--- config.mk ---
export PLATFORM = sky130hd
export DESIGN_NAME = oram_host_adapter_flat
export DESIGN_NICKNAME = d
export VERILOG_FILES = /design/src/rtl/oram_host_adapter_if.sv /design/src/rtl/oram_host_adapter.sv /design/src/flat_wrapper.sv
export SDC_FILE = /design/constraint.sdc
export NUM_CORES = 2
export LEC_CHECK = 0
export BUFFER_PORTS_ARGS = -buffer_cell sky130_fd_sc_hd__buf_2
export CORE_AREA = 2 2 480 482
export DETAILED_ROUTE_END_ITERATION = 10
export DIE_AREA = 0 0 482 484
export MAX_ROUTING_LAYER = met4
export PLACE_DENSITY = 0.47
export SLEW_MARGIN = 20
export SYNTH_ARGS = -nofsm -noshare
export SYNTH_HDL_FRONTEND = slang
export SYNTH_SLANG_ARGS = --single-unit
--- constraint.sdc ---
create_clock -name i_Clock -period 4.4 [get_ports i_Clock]
set_clock_uncertainty 0.1 [all_clocks]
set_input_delay 0.88 -clock i_Clock [delete_from_list [all_inputs] [get_ports i_Clock]]
set_output_delay 0.88 -clock i_Clock [all_outputs]
set_load 0.01 [all_outputs]
--- src/rtl/oram_host_adapter_if.sv ---
// Bundles the host request/response channel and the TinyORAM core command/data channels.
// The adapter uses the slave view; whoever drives requests and models the core uses master.
interface oram_host_adapter_if #(
  parameter int ORAMB      = 512,
  parameter int ORAMU      = 32,
  parameter int FEDWidth   = 64,
  parameter int BECMDWidth = 2
) ();
  logic [BECMDWidth-1:0] HostCmd;
  logic [ORAMU-1:0]      HostAddr;
  logic [ORAMB-1:0]      HostData;
  logic                  HostValid;
  logic                  HostReady;
  logic [ORAMB-1:0]      HostRespData;
  logic                  HostRespValid;
  logic                  HostRespReady;
  logic [BECMDWidth-1:0] Cmd;
  logic [ORAMU-1:0]      PAddr;
  logic                  CmdValid;
  logic                  CmdReady;
  logic [FEDWidth-1:0]   DataIn;
  logic                  DataInValid;
  logic                  DataInReady;
  logic [FEDWidth-1:0]   DataOut;
  logic                  DataOutValid;
  logic                  DataOutReady;

  modport slave (
    input  HostCmd, HostAddr, HostData, HostValid, HostRespReady,
    input  CmdReady, DataInReady, DataOut, DataOutValid,
    output HostReady, HostRespData, HostRespValid,
    output Cmd, PAddr, CmdValid, DataIn, DataInValid, DataOutReady
  );

  modport master (
    output HostCmd, HostAddr, HostData, HostValid, HostRespReady,
    output CmdReady, DataInReady, DataOut, DataOutValid,
    input  HostReady, HostRespData, HostRespValid,
    input  Cmd, PAddr, CmdValid, DataIn, DataInValid, DataOutReady
  );
endinterface

--- src/rtl/oram_host_adapter.sv ---
// Turns one whole-block host request into a core command plus FEDWidth-bit data beats,
// and gathers read beats back into a single block response. One request in flight at a time.
module oram_host_adapter #(
  parameter int ORAMB      = 512,
  parameter int ORAMU      = 32,
  parameter int FEDWidth   = 64,
  parameter int BECMDWidth = 2
) (
  input  logic                 i_Clock,
  input  logic                 i_Reset,
  oram_host_adapter_if.slave   io_bus
);
  localparam int NBeats = ORAMB / FEDWidth;
  localparam int BeatW  = $clog2(NBeats) + 1;
  localparam int IdxW   = (NBeats > 1) ? $clog2(NBeats) : 1;
  localparam logic [BeatW-1:0] LastBeat = BeatW'(NBeats - 1);

  generate
    if (ORAMB % FEDWidth != 0) begin : g_widthCheck
      $fatal(1, "oram_host_adapter: ORAMB must be a multiple of FEDWidth");
    end
  endgenerate

  typedef enum logic [2:0] {IDLE, CMD, WDATA, RDATA, RESP} state_e;

  state_e                             r_state;
  logic [BeatW-1:0]                   r_beat;
  logic [BECMDWidth-1:0]              r_cmd;
  logic [ORAMU-1:0]                   r_addr;
  logic [NBeats-1:0][FEDWidth-1:0]    r_data;
  logic [NBeats-1:0][FEDWidth-1:0]    r_resp;
  logic                               r_hostReady;
  logic                               r_cmdValid;
  logic                               r_dataInValid;
  logic                               r_dataOutReady;
  logic                               r_respValid;
  logic [IdxW-1:0]                    w_beatIdx;

  // Packed beat arrays put beat 0 in the least significant FEDWidth bits of the block.
  assign w_beatIdx = r_beat[IdxW-1:0];

  always_ff @(posedge i_Clock) begin
    if (i_Reset) begin
      r_state        <= IDLE;
      r_beat         <= '0;
      r_cmd          <= '0;
      r_addr         <= '0;
      r_data         <= '0;
      r_resp         <= '0;
      r_hostReady    <= 1'b0;
      r_cmdValid     <= 1'b0;
      r_dataInValid  <= 1'b0;
      r_dataOutReady <= 1'b0;
      r_respValid    <= 1'b0;
    end else begin
      case (r_state)
        IDLE: begin
          r_hostReady <= 1'b1;
          if (r_hostReady && io_bus.HostValid) begin
            r_cmd       <= io_bus.HostCmd;
            r_addr      <= io_bus.HostAddr;
            r_data      <= io_bus.HostData;
            r_hostReady <= 1'b0;
            r_cmdValid  <= 1'b1;
            r_state     <= CMD;
          end
        end
        CMD: begin
          if (io_bus.CmdReady) begin
            r_cmdValid <= 1'b0;
            if (!r_cmd[BECMDWidth-1]) begin
              r_dataInValid <= 1'b1;
              r_state       <= WDATA;
            end else begin
              r_dataOutReady <= 1'b1;
              r_state        <= RDATA;
            end
          end
        end
        WDATA: begin
          if (io_bus.DataInReady) begin
            if (r_beat == LastBeat) begin
              r_beat        <= '0;
              r_dataInValid <= 1'b0;
              r_hostReady   <= 1'b1;
              r_state       <= IDLE;
            end else begin
              r_beat <= r_beat + 1'b1;
            end
          end
        end
        RDATA: begin
          if (io_bus.DataOutValid) begin
            r_resp[w_beatIdx] <= io_bus.DataOut;
            if (r_beat == LastBeat) begin
              r_beat         <= '0;
              r_dataOutReady <= 1'b0;
              r_respValid    <= 1'b1;
              r_state        <= RESP;
            end else begin
              r_beat <= r_beat + 1'b1;
            end
          end
        end
        RESP: begin
          if (io_bus.HostRespReady) begin
            r_respValid <= 1'b0;
            r_hostReady <= 1'b1;
            r_state     <= IDLE;
          end
        end
        default: r_state <= IDLE;
      endcase
    end
  end

  assign io_bus.HostReady     = r_hostReady;
  assign io_bus.HostRespData  = r_resp;
  assign io_bus.HostRespValid = r_respValid;
  assign io_bus.Cmd           = r_cmd;
  assign io_bus.PAddr         = r_addr;
  assign io_bus.CmdValid      = r_cmdValid;
  assign io_bus.DataIn        = r_data[w_beatIdx];
  assign io_bus.DataInValid   = r_dataInValid;
  assign io_bus.DataOutReady  = r_dataOutReady;
endmodule

--- src/flat_wrapper.sv ---
// flat-port wrapper written by rule: the top's interface ports become plain ports
module oram_host_adapter_flat 
#(
  parameter int ORAMB      = 512,
  parameter int ORAMU      = 32,
  parameter int FEDWidth   = 64,
  parameter int BECMDWidth = 2
)
  (i_Clock, i_Reset, io_bus_HostCmd, io_bus_HostAddr, io_bus_HostData, io_bus_HostValid, io_bus_HostRespReady, io_bus_CmdReady, io_bus_DataInReady, io_bus_DataOut, io_bus_DataOutValid, io_bus_HostReady, io_bus_HostRespData, io_bus_HostRespValid, io_bus_Cmd, io_bus_PAddr, io_bus_CmdValid, io_bus_DataIn, io_bus_DataInValid, io_bus_DataOutReady);
  oram_host_adapter_if #(.ORAMB(ORAMB), .ORAMU(ORAMU), .FEDWidth(FEDWidth), .BECMDWidth(BECMDWidth)) io_bus_i ();
  input  logic i_Clock;
  input  logic i_Reset;
  input wire logic [$bits(io_bus_i.HostCmd)-1:0] io_bus_HostCmd;
  input wire logic [$bits(io_bus_i.HostAddr)-1:0] io_bus_HostAddr;
  input wire logic [$bits(io_bus_i.HostData)-1:0] io_bus_HostData;
  input wire logic [$bits(io_bus_i.HostValid)-1:0] io_bus_HostValid;
  input wire logic [$bits(io_bus_i.HostRespReady)-1:0] io_bus_HostRespReady;
  input wire logic [$bits(io_bus_i.CmdReady)-1:0] io_bus_CmdReady;
  input wire logic [$bits(io_bus_i.DataInReady)-1:0] io_bus_DataInReady;
  input wire logic [$bits(io_bus_i.DataOut)-1:0] io_bus_DataOut;
  input wire logic [$bits(io_bus_i.DataOutValid)-1:0] io_bus_DataOutValid;
  output wire logic [$bits(io_bus_i.HostReady)-1:0] io_bus_HostReady;
  output wire logic [$bits(io_bus_i.HostRespData)-1:0] io_bus_HostRespData;
  output wire logic [$bits(io_bus_i.HostRespValid)-1:0] io_bus_HostRespValid;
  output wire logic [$bits(io_bus_i.Cmd)-1:0] io_bus_Cmd;
  output wire logic [$bits(io_bus_i.PAddr)-1:0] io_bus_PAddr;
  output wire logic [$bits(io_bus_i.CmdValid)-1:0] io_bus_CmdValid;
  output wire logic [$bits(io_bus_i.DataIn)-1:0] io_bus_DataIn;
  output wire logic [$bits(io_bus_i.DataInValid)-1:0] io_bus_DataInValid;
  output wire logic [$bits(io_bus_i.DataOutReady)-1:0] io_bus_DataOutReady;
  assign io_bus_i.HostCmd = io_bus_HostCmd;
  assign io_bus_i.HostAddr = io_bus_HostAddr;
  assign io_bus_i.HostData = io_bus_HostData;
  assign io_bus_i.HostValid = io_bus_HostValid;
  assign io_bus_i.HostRespReady = io_bus_HostRespReady;
  assign io_bus_i.CmdReady = io_bus_CmdReady;
  assign io_bus_i.DataInReady = io_bus_DataInReady;
  assign io_bus_i.DataOut = io_bus_DataOut;
  assign io_bus_i.DataOutValid = io_bus_DataOutValid;
  assign io_bus_HostReady = io_bus_i.HostReady;
  assign io_bus_HostRespData = io_bus_i.HostRespData;
  assign io_bus_HostRespValid = io_bus_i.HostRespValid;
  assign io_bus_Cmd = io_bus_i.Cmd;
  assign io_bus_PAddr = io_bus_i.PAddr;
  assign io_bus_CmdValid = io_bus_i.CmdValid;
  assign io_bus_DataIn = io_bus_i.DataIn;
  assign io_bus_DataInValid = io_bus_i.DataInValid;
  assign io_bus_DataOutReady = io_bus_i.DataOutReady;
  oram_host_adapter #(.ORAMB(ORAMB), .ORAMU(ORAMU), .FEDWidth(FEDWidth), .BECMDWidth(BECMDWidth)) u_core (.i_Clock(i_Clock), .i_Reset(i_Reset), .io_bus(io_bus_i));
endmodule
==> qor_table.md <==
| Step | Item | Value |
| --- | --- | --- |
| status | Result of the run | complete, no violations |
| worst setup path | Cells along the critical path | and2_2, buf_4, a22oi_1, o221ai_1, buf_2 |
| worst setup path | Endpoint type of the worst setup path | output port |
| sta | Max Clk Rate | 235 MHz |
| worst setup path | Slowest cell on the critical path | sky130_fd_sc_hd__and2_2 |
| floorplanning | Effective utilization at floorplan | 18.1% |
| grt | Met2 layer usage reported by global route | 29.9% |
| worst setup path | Nature of the critical path startpoint | flop |
| worst setup path | Worst Path Max Fanout | 16 |
| yosys | Proportion of synthesized chip area in sequential cells | 51.9% |
| cts | H-tree depth | 4 |
| sta | Transition time at the pin with the least slew margin | 1.09 ns |
| sta | Number of pins exceeding their max-slew limit in the final report | 0 |
| sta | Setup_tns | 0 ns |
| final layout | Area growth syn-to-layout | 32.2% |
| grt | Antenna violations before repair | 77 |
| grt | Layer with the highest usage | met2 |
| yosys | Mean area per synthesized cell | 7.95 sq um |
| grt | Global routing usage on met1 | 20.9% |
| yosys | Synth Instances | 5192 |
| sta | Post-route fraction of the period consumed by the critical path | 96.7% |
| worst setup path | Required time reported for the critical path endpoint | 3.42 ns |
| yosys | Number of library cell types mapped by synthesis | 54 |
| floorplanning | Area of the die | 233000 sq um |
| pwr | Peak VDD IR | 0.260 mV |
| cts | Clock transition time at the flip-flop clock pins of the worst setup and hold paths | 0.06 ns |
| worst setup path | FF-to-FF Start | u_core.r_beat[1]$_SDFFE_PP0P_ |
| yosys | Total of flip-flops plus latches after synthesis | 1070 |
| cts | CTS tree | built |
| sta | Setup-violating endpoint count in the final report | 0 |
| grt | Via count of the first global-routing pass | 39000 |
| yosys | Cell area after technology mapping | 41300 sq um |
| routing | Post-detailed-route wirelength per cell | 23.2 um |
| grt | Total GRT Usage | 18.2% |
| routing | Post-detailed-routing wire length | 218 mm |
| routing | Initial DRC Count | 3079 |
| yosys | Synth warnings | 0 |
| routing | Detailed-router iteration count before antenna repair | 6 |
| routing | Detailed-route via count | 41000 |
| pwr | Tot Pwr | 25000 uW |
| sta | Max_slew headroom | 27.5% |
| pwr | Leakage | 0.0211 uW |
| cts | Root buf cell | sky130_fd_sc_hd__clkbuf_16 |
| final layout | Commonest non-fill, non-tap cells in the layout | sky130_fd_sc_hd__nand2_1, sky130_fd_sc_hd__buf_2, sky130_fd_sc_hd__a21oi_1, sky130_fd_sc_hd__dfxtp_1, sky130_fd_sc_hd__clkbuf_16 |
| floorplanning | Num rows | 176 |
| flow run | Total of max-cap violations | 0 |
| place | HPWL Detailed | 161 mm |
| grt | Largest net degree at the start of global routing | 149 |
| floorplanning | Die W | 482 um |
| grt | First-pass GRT wire length | 296 mm |
| sta | Clock period minus final worst setup slack | 4.25 ns |
| place | Number of instances in the placed design | 9090 |
| place | Worst setup slack before clock tree synthesis | 0.561 ns |
| sta | RSZ-0062 raised after global routing | no |
| worst setup path | Startpoint-to-endpoint class of the critical path | reg -> out |
| cts | CTS buffer count | 130 |
| final layout | # nets final | 6821 |
| worst hold path | HP Class | in -> reg |
| routing | Number of nets with antenna violations after detailed routing | 0 |
| worst setup path | Critical path arrival | 3.27 ns |
| place | Last weighted congestion value of the routability-driven placer | 0.892 |
| cts | Buffers from clock root to sink, at most | 3 |
| yosys | Proportion of synthesized flip-flops having asynchronous set or reset | 0% |
| cts | Number of sinks on the clock net | 1070 |
| sta | Final hold viol count | 0 |
| grt | Met3 capacity usage during global routing | 4.19% |
| sta | Final critical-path setup slack | 0.147 ns |
| place | Number of buffers inserted by port buffering | 1231 |
| final layout | Fraction of final layout cells sized beyond drive strength 1 | 26.6% |
| floorplanning | Area of the core region | 229000 sq um |
| worst setup path | Kind of cell adding the most delay to the critical path | simple AND/OR/NAND/NOR gates |
| grt | Total congestion overflow after global routing | 0 |
| routing | Total DRC errors in the routed layout | 0 |
| worst setup path | Critical path buffers and inverters | 2 |
| worst setup path | Biggest cell delay along the critical path | 0.77 ns |
| floorplanning | Vertical die dimension | 484 um |
| pwr | Power per cell area | 458 nW/um^2 |
| floorplanning | Top-level I/O count | 1232 |
| final layout | Non-filler cells, final | 9390 |
| worst hold path | Worst Hold Launch | io_bus_HostData[280] |
| yosys | Count of flip-flops with a built-in enable after synthesis | 0 |
| yosys | Net count of the mapped netlist | 5810 |
| worst setup path | Critical path origin | u_core.r_beat[2]$_SDFFE_PP0P_ |
| final layout | Fillers | 25400 |
| cts | Clock network latency to the later pin of the worst-skew pair | 0.78 ns |
| routing | Vias per inst | 4.37 |
| final layout | Most common library cell in the layout ignoring fill and taps | sky130_fd_sc_hd__nand2_1 |
| yosys | Predominant post-synthesis flop cell | sky130_fd_sc_hd__dfxtp_1 |
## cells by family after synthesis
family / Yosys count / synth area share, %
flops: 1070 / 51.9
compound gates: 1268 / 16.8
fa+ha+maj: 1 / 0.0303
simple gates: 2259 / 21.1
mux: 111 / 3.85
buf+inv: 482 / 6.33
xor+xnor: 1 / 0.0212
## worst min-delay path: stages
cell	delay [ns]
sky130_fd_sc_hd__buf_2	0.09
sky130_fd_sc_hd__nand2_1	0.05
sky130_fd_sc_hd__a21oi_1	0.05
## power breakdown
part / internal [uW] / switching (uW) / total (uW)
Clock: 6180 / 4640 / 10800
Combinational: 1090 / 2290 / 3380
Sequential: 10300 / 484 / 10800
## stage by stage
stage	util (%)	area, sq um	hold WS [ns]
4_1_cts	23.8	54400	0.142
3_5_place_dp	21.9	50100	0.343
2_1_floorplan	-	41300	0.333
5_1_grt	23.9	54600	0.172
6_report	23.9	54600	0.227
3_3_place_gp	21.9	50100	0.338
## cell usage after synthesis (all sizes together) (2+ instances only)
master | n | share of area, %
a222oi | 8 | 0.19
a21oi | 1076 | 13
a221oi | 75 | 1.6
o2bb2ai | 13 | 0.28
and3b | 2 | 0.042
a32oi | 3 | 0.064
nor3b | 2 | 0.076
a22o | 5 | 0.11
o22ai | 22 | 0.33
buf | 330 | 5.0
clkbuf | 147 | 1.3
mux2 | 42 | 1.1
dfxtp | 1070 | 52
mux2i | 35 | 0.85
nand2b | 2 | 0.048
nand3b | 2 | 0.036
a311oi | 2 | 0.042
and2 | 4 | 0.061
a22oi | 28 | 0.51
nor2b | 8 | 0.12
inv | 5 | 0.045
o21ai | 15 | 0.18
mux4 | 34 | 1.9
a221o | 3 | 0.073
nor3 | 8 | 0.23
a31oi | 2 | 0.030
nor2 | 38 | 0.35
nand2 | 2179 | 20
o221ai | 10 | 0.21
and3 | 3 | 0.045
nand3 | 7 | 0.13
## routing by layer
layer	vias to the layer above	share of wire, %
met5	-	0
met4	0	5.0
met3	395	7.9
met2	1833	48
met1	19600	39
li1	19200	-
## path summary, 6_finish.rpt
kind | slack [ns] | end | depth (start not counted)
max | 0.15 | io_bus_DataIn[62] | 5
min | 0.23 | u_core.r_data[280]$_SDFFE_PP0P_ | 3
max reg2reg | 1.24 | u_core.io_bus.HostRespData[420]$_SDFFE_PP0P_ | 6
min reg2reg | 0.35 | u_core.io_bus.HostRespData[509]$_SDFFE_PP0P_ | 2
## what timing repair did
action | in CTS | in global routing
hold buffers | 0 | 0
resized for setup | 2 | 0
setup endpoints to repair | 17 | 0
setup buffers | 7 | 0
## area by class of cell
cell class / instances / area (sq um) / share of cell area [%]
timing repair buffer: 1356 / 7540 / 13.8
tap: 3026 / 3790 / 6.93
clock inverter: 48 / 577 / 1.06
sequential: 1070 / 21400 / 39.3
inverter: 5 / 20.0 / 0.0367
multi-input combinational: 3640 / 17400 / 31.9
antenna: 65 / 163 / 0.298
clock buffer: 180 / 3660 / 6.71
## flip-flops by register name (all words and copies together) (netlist names)
register                     count
u_core.io_bus.HostReady          1
u_core.io_bus.DataOutReady       1
u_core.io_bus.HostRespData     512
u_core.r_state                   3
u_core.r_beat                    4
u_core.io_bus.HostRespValid      1
u_core.io_bus.Cmd                2
u_core.io_bus.DataInValid        1
u_core.io_bus.PAddr             32
u_core.r_data                  512
u_core.io_bus.CmdValid           1
(Power assumes the default switching activity.)
